**config.mk**
```make
export PLATFORM = sky130hd
export DESIGN_NAME = demux_stream_1_n
export DESIGN_NICKNAME = d
export VERILOG_FILES = /design/src/rtl/demux_stream_1_n.sv
export SDC_FILE = /design/constraint.sdc
export NUM_CORES = 1
export LEC_CHECK = 0
export ABC_AREA = 1
export CAP_MARGIN = 30
export CORE_UTILIZATION = 60
export CTS_CLUSTER_SIZE = 8
export DETAILED_ROUTE_END_ITERATION = 12
export DONT_BUFFER_PORTS = 1
export PLACE_DENSITY = 0.76
export SYNTH_ARGS = -nofsm -noshare
export SYNTH_HDL_FRONTEND = slang
export SYNTH_SLANG_ARGS = --single-unit
```
**constraint.sdc**
```tcl
create_clock -name clk -period 4.55 [get_ports clk]
set_input_delay 0.2275 -clock clk [delete_from_list [all_inputs] [get_ports clk]]
set_output_delay 0.2275 -clock clk [all_outputs]
set_load 0.1 [all_outputs]
```
**src/rtl/demux_stream_1_n.sv**
```systemverilog
`default_nettype none
// +--------------------------------------------------------------------------+
// | Module      : demux_stream_1_n                                           |
// | Description : Registered 1:N stream demultiplexer. One tagged word per   |
// |               cycle is accepted on a valid/ready input and routed to     |
// |               exactly one of N destinations. The data bus is shared and  |
// |               out_valid is one-hot. A two-entry buffer (output reg plus  |
// |               skid reg) keeps in_ready a function of registered state.   |
// | Optional    : DEMUX_BCAST_EN adds in_bcast; a broadcast entry is offered |
// |               to all N destinations and retires once every one of them  |
// |               has taken it.                                              |
// | Ports       : clk, rst_n       clock, async active-low reset             |
// |               in_valid/ready   input handshake                          |
// |               in_data, in_sel  word and destination index               |
// |               in_bcast         broadcast flag (DEMUX_BCAST_EN only)     |
// |               out_valid[N]     one-hot destination valid                |
// |               out_ready[N]     per-destination ready                    |
// |               out_data,out_sel word and index in the output reg         |
// |               sel_err          pulse: out-of-range word discarded       |
// | Revision    : 1.0 - initial release                                      |
// +--------------------------------------------------------------------------+
module demux_stream_1_n #(
  parameter int WIDTH = 32,
  parameter int SEL_W = 3,
  parameter int N     = 8
) (
  input  logic             clk,
  input  logic             rst_n,
  input  logic             in_valid,
  output logic             in_ready,
  input  logic [WIDTH-1:0] in_data,
  input  logic [SEL_W-1:0] in_sel,
`ifdef DEMUX_BCAST_EN
  input  logic             in_bcast,
`endif
  output logic [N-1:0]     out_valid,
  input  logic [N-1:0]     out_ready,
  output logic [WIDTH-1:0] out_data,
  output logic [SEL_W-1:0] out_sel,
  output logic             sel_err
);

  typedef enum logic [1:0] {
    ST_EMPTY = 2'd0,
    ST_ONE   = 2'd1,
    ST_TWO   = 2'd2
  } occ_e;

  // N widened by one bit so the range compare is exact even when N == 2**SEL_W.
  localparam logic [SEL_W:0] N_EXT = (SEL_W+1)'(N);

  occ_e             occ_q, occ_d;
  logic [WIDTH-1:0] out_data_q, out_data_d;
  logic [SEL_W-1:0] out_sel_q, out_sel_d;
  logic [WIDTH-1:0] skid_data_q, skid_data_d;
  logic [SEL_W-1:0] skid_sel_q, skid_sel_d;
`ifdef DEMUX_BCAST_EN
  logic             out_bcast_q, out_bcast_d;
  logic             skid_bcast_q, skid_bcast_d;
  logic [N-1:0]     done_q, done_d;
`endif

  logic         occupied;
  logic         in_range;
  logic         accept;
  logic         drain;
  logic [N-1:0] hit;

  assign occupied = (occ_q != ST_EMPTY);
  assign in_range = ({1'b0, out_sel_q} < N_EXT);
  assign in_ready = (occ_q != ST_TWO);
  assign accept   = in_valid & in_ready;
  assign out_data = out_data_q;
  assign out_sel  = out_sel_q;
  assign hit      = out_valid & out_ready;

  // Destination decode, driven purely from registered state.
  always_comb begin
    out_valid = '0;
`ifdef DEMUX_BCAST_EN
    if (occupied && out_bcast_q) begin
      out_valid = ~done_q;
    end else begin
      for (int i = 0; i < N; i++) begin
        out_valid[i] = occupied && in_range && (out_sel_q == SEL_W'(i));
      end
    end
`else
    for (int i = 0; i < N; i++) begin
      out_valid[i] = occupied && in_range && (out_sel_q == SEL_W'(i));
    end
`endif
  end

  // An out-of-range word has no consumer, so it retires unconditionally in
  // the cycle it sits in the output reg; that same cycle flags sel_err.
  always_comb begin
`ifdef DEMUX_BCAST_EN
    if (out_bcast_q) begin
      drain   = occupied && (&(done_q | hit));
      sel_err = 1'b0;
    end else begin
      drain   = occupied && (!in_range || (|hit));
      sel_err = occupied && !in_range;
    end
`else
    drain   = occupied && (!in_range || (|hit));
    sel_err = occupied && !in_range;
`endif
  end

  // Occupancy and datapath next-state.
  always_comb begin
    occ_d       = occ_q;
    out_data_d  = out_data_q;
    out_sel_d   = out_sel_q;
    skid_data_d = skid_data_q;
    skid_sel_d  = skid_sel_q;
`ifdef DEMUX_BCAST_EN
    out_bcast_d  = out_bcast_q;
    skid_bcast_d = skid_bcast_q;
    // Every load into the output reg coincides with a drain (or with EMPTY,
    // where done is already clear), so clearing on drain covers "clear on load".
    done_d       = drain ? '0 : (done_q | hit);
`endif
    case (occ_q)
      ST_EMPTY: begin
        if (accept) begin
          out_data_d = in_data;
          out_sel_d  = in_sel;
`ifdef DEMUX_BCAST_EN
          out_bcast_d = in_bcast;
`endif
          occ_d      = ST_ONE;
        end
      end
      ST_ONE: begin
        if (drain && accept) begin
          out_data_d = in_data;
          out_sel_d  = in_sel;
`ifdef DEMUX_BCAST_EN
          out_bcast_d = in_bcast;
`endif
        end else if (drain) begin
          occ_d = ST_EMPTY;
        end else if (accept) begin
          skid_data_d = in_data;
          skid_sel_d  = in_sel;
`ifdef DEMUX_BCAST_EN
          skid_bcast_d = in_bcast;
`endif
          occ_d       = ST_TWO;
        end
      end
      ST_TWO: begin
        if (drain) begin
          out_data_d = skid_data_q;
          out_sel_d  = skid_sel_q;
`ifdef DEMUX_BCAST_EN
          out_bcast_d = skid_bcast_q;
`endif
          occ_d      = ST_ONE;
        end
      end
      default: begin
        occ_d = ST_EMPTY;
      end
    endcase
  end

  always_ff @(posedge clk or negedge rst_n) begin
    if (!rst_n) begin
      occ_q       <= ST_EMPTY;
      out_data_q  <= '0;
      out_sel_q   <= '0;
      skid_data_q <= '0;
      skid_sel_q  <= '0;
`ifdef DEMUX_BCAST_EN
      out_bcast_q  <= 1'b0;
      skid_bcast_q <= 1'b0;
      done_q       <= '0;
`endif
    end else begin
      occ_q       <= occ_d;
      out_data_q  <= out_data_d;
      out_sel_q   <= out_sel_d;
      skid_data_q <= skid_data_d;
      skid_sel_q  <= skid_sel_d;
`ifdef DEMUX_BCAST_EN
      out_bcast_q  <= out_bcast_d;
      skid_bcast_q <= skid_bcast_d;
      done_q       <= done_d;
`endif
    end
  end

endmodule
`default_nettype wire

```
==> results of run 1 <==
critical path, cell delays in order (launching register included):
cell and delay, ns:
dfrtp_1 1.00, inv_1 0.17, nor2_2 0.22, nand3_1 0.10, nand2_1 0.09, nor2_2 0.05, and2_1 0.15, buf_4 0.22
nand2_2 0.65, nand2_1 0.17, nand2_1 0.11
cell usage in the layout (no fill, tap or decap):
master	netlist	final
nand2_1	117	116
dfrtp_1	72	72
nand3_1	35	35
o21ai_1	33	33
o21ai_0	24	24
mux2i_1	24	24
inv_1	22	22
nor2_2	4	13
clkbuf_8	0	11
buf_8	0	8
nor2_1	15	6
buf_4	2	5
inv_2	3	3
nor2_4	2	2
nand2_2	1	2
clkbuf_1	9	2
clkinv_2	0	2
and2_1	1	1
nand4_1	1	1
a21oi_1	1	1
conb_1	1	1
bufinv_16	0	1
buf_16	0	1
dlygate4sd3_1	0	1
buf_12	0	1
cells by family after synthesis:
family	Yosys count	share of synthesized area
other	1	0.00114
multiplexers	24	0.0729
buffers and inverters	47	0.0676
AO/OA/AOI/OAI	58	0.0881
flip-flops	72	0.547
AND/OR/NAND/NOR	176	0.224
per-stage QoR:
| stage | instances | instance area (µm²) |
|---|---|---|
| 2_1_floorplan | 378 | 3300 |
| 5_1_grt | 458 | 3690 |
| 3_5_place_dp | 440 | 3460 |
| 6_report | 458 | 3690 |
| 3_3_place_gp | 431 | 3320 |
| 4_1_cts | 458 | 3690 |
path summary, 6_finish.rpt:
path	from	end	slack [ns]	cells past startpoint
worst max-delay path	out_sel[2]	skid_data_q[9]	1.53	10
worst min-delay path	in_data[21]	skid_data_q[21]	0.04	2
worst max register to register	out_sel[2]	skid_data_q[9]	1.53	10
worst min register to register	skid_data_q[13]	skid_data_q[13]	0.48	2
max in group asynchronous	rst_n	out_data[8]	3.82	2
min in group asynchronous	rst_n	out_data[26]	0.45	2
metal layers:
layer / routed length [µm] / vias up / track usage
met3: 453 / 9 / 0.0754
met4: 89 / 0 / 0.0904
li1: - / 1228 / -
met5: 0 / - / 0
met1: 2840 / 1163 / 0.294
met2: 3370 / 83 / 0.444
flip-flops by register name, indices dropped and copies added, names as in the netlist:
| signal | count |
|---|---|
| occ_q | 2 |
| out_data | 32 |
| skid_sel_q | 3 |
| out_sel | 3 |
| skid_data_q | 32 |
final cells by class:
class	instances	area (µm²)	area share
Clock buffer	13	159	0.0430
Multi-Input combinational cell	259	1300	0.351
Timing Repair Buffer	16	215	0.0583
Tap cell	70	87.6	0.0237
Inverter	25	93.8	0.0254
Sequential cell	72	1800	0.488
Clock inverter	3	40.0	0.0108
what timing repair did:
item,in CTS,in global routing
hold buffers,2,0
endpoints found under the hold margin,72,0
endpoints found under the setup margin,0,0
==> flow_summary.yaml, run 1 <==
placed_design:
  port_buffers: 0
  place_ws_ns: 1.57
  gp_congestion: 0.847
  dpl.hpwl_mm: 4.51
run_status:
  status: "complete, no violations"
timing:
  fin_crit_sh: 0.665
  fin_skew_ns: 0.00533
  tns_ns: 0
  hold_slack_ns: 0.0366
  timing_hold_violations_final: 0
  rsz0062_at_grt: "false"
  clock.fmax_ghz: 0.331
  setup_viol: 0
  min_period_ns: 3.02
  fin_ws_ns: 1.53
  slew_viol_final: 0
  worstMarginPinSlew_ns: 0.993
  relSlewSlack: 0.338
drt:
  routedWlPerCell_um: 14.7
  detail-route-antenna-nets: 0
  avgViaCountPerCell: 5.42
  vias: 2483
  firstDrtPassIters: 4
  totalWireLength_mm: 6.75
  drc: 0
  drt_iter0_markers: 168
floorplan:
  core-area_mm2: 0.00520
  dieWidth_um: 76.1
  rows: 26
  start_util: 0.633
  ios: 91
  die_area_mm2: 0.00579
  fp.dieH_um: 76.1
clocking:
  clk_path_buf_depth: 2
  cts-root-buf: "clkbuf_8"
  htree_levels: 3
  cts_tree: "done"
  cts_buffers: 9
  cts_setup_buffers: 0
  clock_latency_ns: 0.33
  ctsResizeCount: 0
  clock-sinks: 72
  clkTransAtPathRegs_ns: 0.07
min_path:
  hp-class: "in2reg"
synth:
  syn_area_mm2: 0.00330
  yosysTopAreaCell: "dfrtp_1"
  synth_area_leaders: "dfrtp_1, nand2_1, mux2i_1"
  ys_warn_count: 0
  synth_edf_count: 0
  synth_common_cells: "nand2_1, dfrtp_1, nand3_1"
  synth_top_flop_cell: "dfrtp_1"
  synth.distinct_cells: 20
  syn_avg_cell_area_um2: 8.72
  ys_ff_latch: 72
  postSynth.asyncResetShare: 1.00
  ys_seq_area_frac: 0.547
  synthCells: 378
  synth_fp_nets: 424
  netlist.area_leader.share: 0.547
  yosysMostFrequentCell: "nand2_1"
global_route:
  antenna_found_initial: 0
  grt_max_degree: 73
  grt_first_pass_wirelength_mm: 11.6
  grt_use_total: 0.253
  grt_pass1_vias: 2574
  grt_remaining_overflow: 0
setup_path:
  crit_path_end_kind: "flop"
  cp_data_required_time_ns: 4.81
  cp_max_fo: 47
  startpoint_type: "flop"
  critPathKind: "reg2reg"
  arrival_ns: 3.28
final_layout:
  synthToLayoutAreaGrowth_pct: 12.1
  fin_nets: 429
  drive_gt1_frac: 0.126
  n_fill_cell: 416
  diodes: 0
  final_util: 0.710
flow_run:
  maxCapViolCount: 0
Power of run 1 is left out: the tool's default activity adds up to more than one toggle a clock period on the data nets, which glitch-free logic cannot reach.
==> run 2, diff against run 1 <==
--- a/config.mk
+++ b/config.mk
@@ -7,11 +7,11 @@
 export LEC_CHECK = 0
 export ABC_AREA = 1
 export CAP_MARGIN = 30
-export CORE_UTILIZATION = 60
+export CORE_UTILIZATION = 56
 export CTS_CLUSTER_SIZE = 8
 export DETAILED_ROUTE_END_ITERATION = 12
 export DONT_BUFFER_PORTS = 1
-export PLACE_DENSITY = 0.76
+export PLACE_DENSITY = 0.74
 export SYNTH_ARGS = -nofsm -noshare
 export SYNTH_HDL_FRONTEND = slang
 export SYNTH_SLANG_ARGS = --single-unit
==> constraint.sdc (replaced) <==
create_clock -name clk -period 2.5 [get_ports clk]
set_input_delay 0.125 -clock clk [delete_from_list [all_inputs] [get_ports clk]]
set_output_delay 0.125 -clock clk [all_outputs]
set_load 0.1 [all_outputs]
==> run 2 against run 1 <==
  * Register-to-register slack got worse by 0.94 ns
  * Final area increased by 15%
  * Sequential cell count unchanged
  * Sequential share of layout area decreased by 6.4 points
  * Critical endpoint is now out_data[13]
  * Die area increased by 6.9%
  * Global-route usage increased by 2.7 points
  * Wire length increased by 19%
  * Hold slack got worse by 0.029 ns
  * Count of clock-buffer cells in the layout decreased by 2
  * Highest routed layer unchanged
  * Via count increased by 13%
==> flow_summary.yaml, run 2 (synthesized netlist as in run 1, its figures left out) <==
global_route:
  grt_use_total: 0.280
  grt_max_degree: 73
  grt_first_pass_wirelength_mm: 13.2
  grt_pass1_vias: 2886
  grt_remaining_overflow: 0
  antenna_found_initial: 0
final_layout:
  final_common_cell: "nand2_1"
  fin_nets: 501
  synthToLayoutAreaGrowth_pct: 29.0
  diodes: 0
  drive_gt1_frac: 0.187
  final_util: 0.763
  n_fill_cell: 404
  finalNonFillerCells: 531
  mostFrequentLayoutCells: "nand2_1, dfrtp_1, buf_4, dlygate4sd3_1, nand3_1"
floorplan:
  ios: 91
  dieWidth_um: 78.7
  core-area_mm2: 0.00557
  die_area_mm2: 0.00620
  fp.dieH_um: 78.7
  start_util: 0.591
  rows: 27
drt:
  totalWireLength_mm: 8.03
  met2_length_mm: 4.30
  drc: 0
  wl_met1_mm: 3.19
  avgViaCountPerCell: 5.31
  firstDrtPassIters: 4
  vias: 2817
  drt_iter0_markers: 169
  routedWlPerCell_um: 15.1
  met3_length_um: 481
  detail-route-antenna-nets: 0
  top_layer: "met4"
timing:
  tns_ns: 0
  min_period_ns: 1.92
  setup_viol: 0
  fin_ws_ns: 0.583
  clock.fmax_ghz: 0.522
  fin_skew_ns: 0.00926
  slew_viol_final: 0
  rsz0062_at_grt: "false"
  timing_hold_violations_final: 0
  fin_crit_sh: 0.767
clocking:
  cts_buffers: 9
  clk_path_buf_depth: 2
  htree_levels: 3
  cts_setup_buffers: 0
  cts_tree: "done"
  cts-root-buf: "clkbuf_8"
  clock-sinks: 72
  ctsResizeCount: 0
  clock_latency_ns: 0.33
  clkTransAtPathRegs_ns: 0.08
setup_path:
  timing.rr.end: "out_data[13]"
  r2r_slack_ns: 0.58
  r2r_start: "occ_q[0]"
  cp_slowest_cell: "dfrtp_1"
  cp_data_required_time_ns: 2.74
  path_cells: "nor2_4 > inv_2 > nand3_1 > nand2_1 > nor2_2 > nand3_1 > nand2_2 > buf_12 > nand2_1 > o21ai_0"
  startpoint_type: "flop"
  crit_path_end_kind: "flop"
  critPathMaxStageDelay_ns: 0.46
  critPathKind: "reg2reg"
  cp_top_family: "simple AND/OR/NAND/NOR gates"
  arrival_ns: 2.15
  cp_max_fo: 56
  worstPathBufferInverterCount: 2
  reg2reg_depth: 10
placed_design:
  gp_congestion: 0.741
  port_buffers: 0
  dpl.hpwl_mm: 4.74
  placed_cells: 478
  place_ws_ns: 0.587
min_path:
  hp-class: "in2reg"
  holdPathEnd: "out_data[0]"
  hold_path_depth: 2
  holdCritStartpoint: "in_data[0]"
run_status:
  status: "complete, no violations"
flow_run:
  maxCapViolCount: 0
## run 2: cell count changes in the layout (fill, tap and decap cells not counted)
cell,delta
clkbuf_1,-2
buf_4,+43
clkinv_2,+2
bufinv_16,-1
dlygate4sd3_1,+36
buf_12,+1
buf_8,-8
## run 2: layer usage
metal	track usage	vias to the layer above
li1	-	1381
met1	0.328	1339
met2	0.503	91
met3	0.0713	6
met4	0.0852	0
met5	0	-
## run 2: final cells by class
| cell class | instances | area (µm²) | area share |
|---|---|---|---|
| clock buffer | 11 | 151 | 0.0356 |
| multi-input combinational | 259 | 1300 | 0.305 |
| timing repair buffer | 88 | 798 | 0.188 |
| clock inverter | 4 | 20.0 | 0.00471 |
| sequential | 72 | 1800 | 0.424 |
| inverter | 25 | 93.8 | 0.0221 |
| tap | 72 | 90.1 | 0.0212 |
## run 2: worst reg2reg max path, stage by stage, from the launching register on
cell and delay (ns):
dfrtp_1 0.46, nor2_4 0.17, inv_2 0.07, nand3_1 0.08, nand2_1 0.07, nor2_2 0.16
nand3_1 0.10, nand2_2 0.25, buf_12 0.28, nand2_1 0.10, o21ai_0 0.09
## run 2: per-stage QoR
step	hold WS (ns)	instance area (µm²)
2_1_floorplan	-0.171	3310
3_3_place_gp	-0.169	3680
3_5_place_dp	-0.169	3680
4_1_cts	0.00134	4250
5_1_grt	0.0126	4250
6_report	0.00724	4250
## run 2: what timing repair did
item | in CTS | in global routing
hold endpoints to repair | 115 | 0
hold buffers | 38 | 0
endpoints found under the setup margin | 0 | 0
## run 2: worst max-delay path by stage
stage               start              end  slack, ns  cells after the start
2_1_floorplan  out_sel[2]     out_valid[4]      -0.27                      4
3_3_place_gp     occ_q[1]  skid_data_q[30]       0.68                     10
3_5_place_dp     occ_q[0]     out_data[13]       0.59                     10
4_1_cts          occ_q[0]     out_data[13]       0.59                     10
5_1_grt          occ_q[0]     out_data[19]       0.39                     10
6_report         occ_q[0]     out_data[13]       0.58                     10
Power of run 2 is left out for the same reason.
==> run 3, diff against run 2 <==
--- a/config.mk
+++ b/config.mk
@@ -7,11 +7,11 @@
 export LEC_CHECK = 0
 export ABC_AREA = 1
 export CAP_MARGIN = 30
-export CORE_UTILIZATION = 56
+export CORE_UTILIZATION = 60
 export CTS_CLUSTER_SIZE = 8
 export DETAILED_ROUTE_END_ITERATION = 12
 export DONT_BUFFER_PORTS = 1
-export PLACE_DENSITY = 0.74
+export PLACE_DENSITY = 0.76
 export SYNTH_ARGS = -nofsm -noshare
 export SYNTH_HDL_FRONTEND = slang
 export SYNTH_SLANG_ARGS = --single-unit
==> constraint.sdc (replaced) <==
create_clock -name clk -period 1.8 [get_ports clk]
set_input_delay 0.09 -clock clk [delete_from_list [all_inputs] [get_ports clk]]
set_output_delay 0.09 -clock clk [all_outputs]
set_load 0.1 [all_outputs]
==> run 3 against run 2 <==
  * Final cell count grew 0.56%
  * Fmax grew 13%
  * Sequential share of layout area shrank 2.2 points
  * Critical path depth is the same
  * Worst setup slack lost 0.48 ns
  * Global-route usage grew 2.5 points
  * Critical path type unchanged
  * Highest routed layer unchanged
==> flow_summary.yaml, run 3 (synthesized netlist as in run 1, its figures left out) <==
clocking:
  cts_tree: "done"
  clock-sinks: 72
  cts_buffers: 9
  htree_levels: 3
  clkTransAtPathRegs_ns: 0.07
  cts-root-buf: "clkbuf_8"
  cts_setup_buffers: 0
  clock_latency_ns: 0.34
  clk_path_buf_depth: 2
setup_path:
  startpoint_type: "flop"
  worstPathBufferInverterCount: 1
  critPathKind: "reg2reg"
  cp_top_family: "simple AND/OR/NAND/NOR gates"
  cp-startpoint: "occ_q[1]"
  cp_slowest_cell: "dfrtp_2"
  cp_max_fo: 14
  crit_path_end_kind: "flop"
  critPathMaxStageDelay_ns: 0.45
  arrival_ns: 1.92
  r2r_start: "occ_q[1]"
  cp_data_required_time_ns: 2.01
  path_cells: "nor2_4 > nor2_2 > nand3_1 > nand2_1 > nor2_2 > and2_4 > nand2_4 > buf_12 > nand2_1 > o21ai_1"
placed_design:
  place_ws_ns: 0.0617
  dpl.hpwl_mm: 4.80
  port_buffers: 0
  placed_cells: 481
  gp_congestion: 0.866
  dpl_cell_area_mm2: 0.00389
final_layout:
  fin_nets: 507
  finalNonFillerCells: 534
  mostFrequentLayoutCells: "nand2_1, dfrtp_1, buf_4, dlygate4sd3_1, nand3_1"
  final_common_cell: "nand2_1"
  diodes: 0
  drive_gt1_frac: 0.216
  design_area_mm2: 0.00452
  synthToLayoutAreaGrowth_pct: 37.1
drt:
  drc: 0
  firstDrtPassIters: 4
  vias: 2931
  routedWlPerCell_um: 15.5
  totalWireLength_mm: 8.29
  avgViaCountPerCell: 5.49
  drt_iter0_markers: 283
  detail-route-antenna-nets: 0
global_route:
  met3_usage: 0.0671
  globalRoute.busiestLayer: "met2"
  grt_pass1_vias: 2940
  antenna_found_initial: 0
  grt_max_degree: 73
  use_met2: 0.522
  grt_remaining_overflow: 0
  grt_util_met1: 0.378
  grt_first_pass_wirelength_mm: 14.0
  grt_use_total: 0.305
run_status:
  status: "complete, no violations"
timing:
  min_period_ns: 1.70
  timing_hold_violations_final: 0
  fin_skew_ns: 0.0114
  fin_ws_ns: 0.0977
  fin_crit_sh: 0.946
  rsz0062_at_grt: "true"
  setup_viol: 0
  slew_viol_final: 0
  clock.fmax_ghz: 0.587
floorplan:
  fp.dieH_um: 76.1
  core-area_mm2: 0.00520
  ios: 91
  rows: 26
  start_util: 0.633
  die_area_mm2: 0.00579
  dieWidth_um: 76.1
flow_run:
  maxCapViolCount: 0
min_path:
  hp-class: "in2reg"
  holdCritStartpoint: "in_data[12]"
[run 3: layer usage]
layer	part of all wire	vias up	routed length (µm)
met3	0.055	23	454
met5	0	-	0
met1	0.42	1391	3470
met4	0.023	0	188
met2	0.50	124	4180
li1	-	1393	-
[run 3: path summary, 6_finish.rpt]
| kind | to | cells past startpoint | slack, ns |
|---|---|---|---|
| min | out_data[12] | 2 | 0.02 |
| max in group asynchronous | occ_q[1] | 2 | 1.17 |
| max | skid_data_q[30] | 10 | 0.1 |
| min in group asynchronous | out_data[25] | 2 | 0.33 |
| max reg2reg | skid_data_q[30] | 10 | 0.1 |
| min reg2reg | skid_sel_q[0] | 2 | 0.48 |
[run 3: cell type report]
| cell class | instances | area [µm²] |
|---|---|---|
| sequential | 72 | 1820 |
| multi-input combinational | 259 | 1350 |
| timing repair buffer | 94 | 990 |
| fill | 274 | 687 |
| clock buffer | 11 | 141 |
| inverter | 25 | 93.8 |
| tap | 70 | 87.6 |
| clock inverter | 3 | 43.8 |
[run 3: repair_timing]
action,CTS,global route
endpoints found under the setup margin,0,39
hold endpoints to repair,130,0
hold buffers,38,0
resized for setup,0,7
[run 3: stage by stage]
stage	setup TNS, ns	hold WS [ns]	utilization
2_1_floorplan	-1.14	-0.206	-
3_3_place_gp	0	-0.204	0.747
3_5_place_dp	0	-0.204	0.747
4_1_cts	0	0.0112	0.859
5_1_grt	-0.00101	0.0343	0.868
6_report	0	0.0246	0.868
Power of run 3 is left out for the same reason.
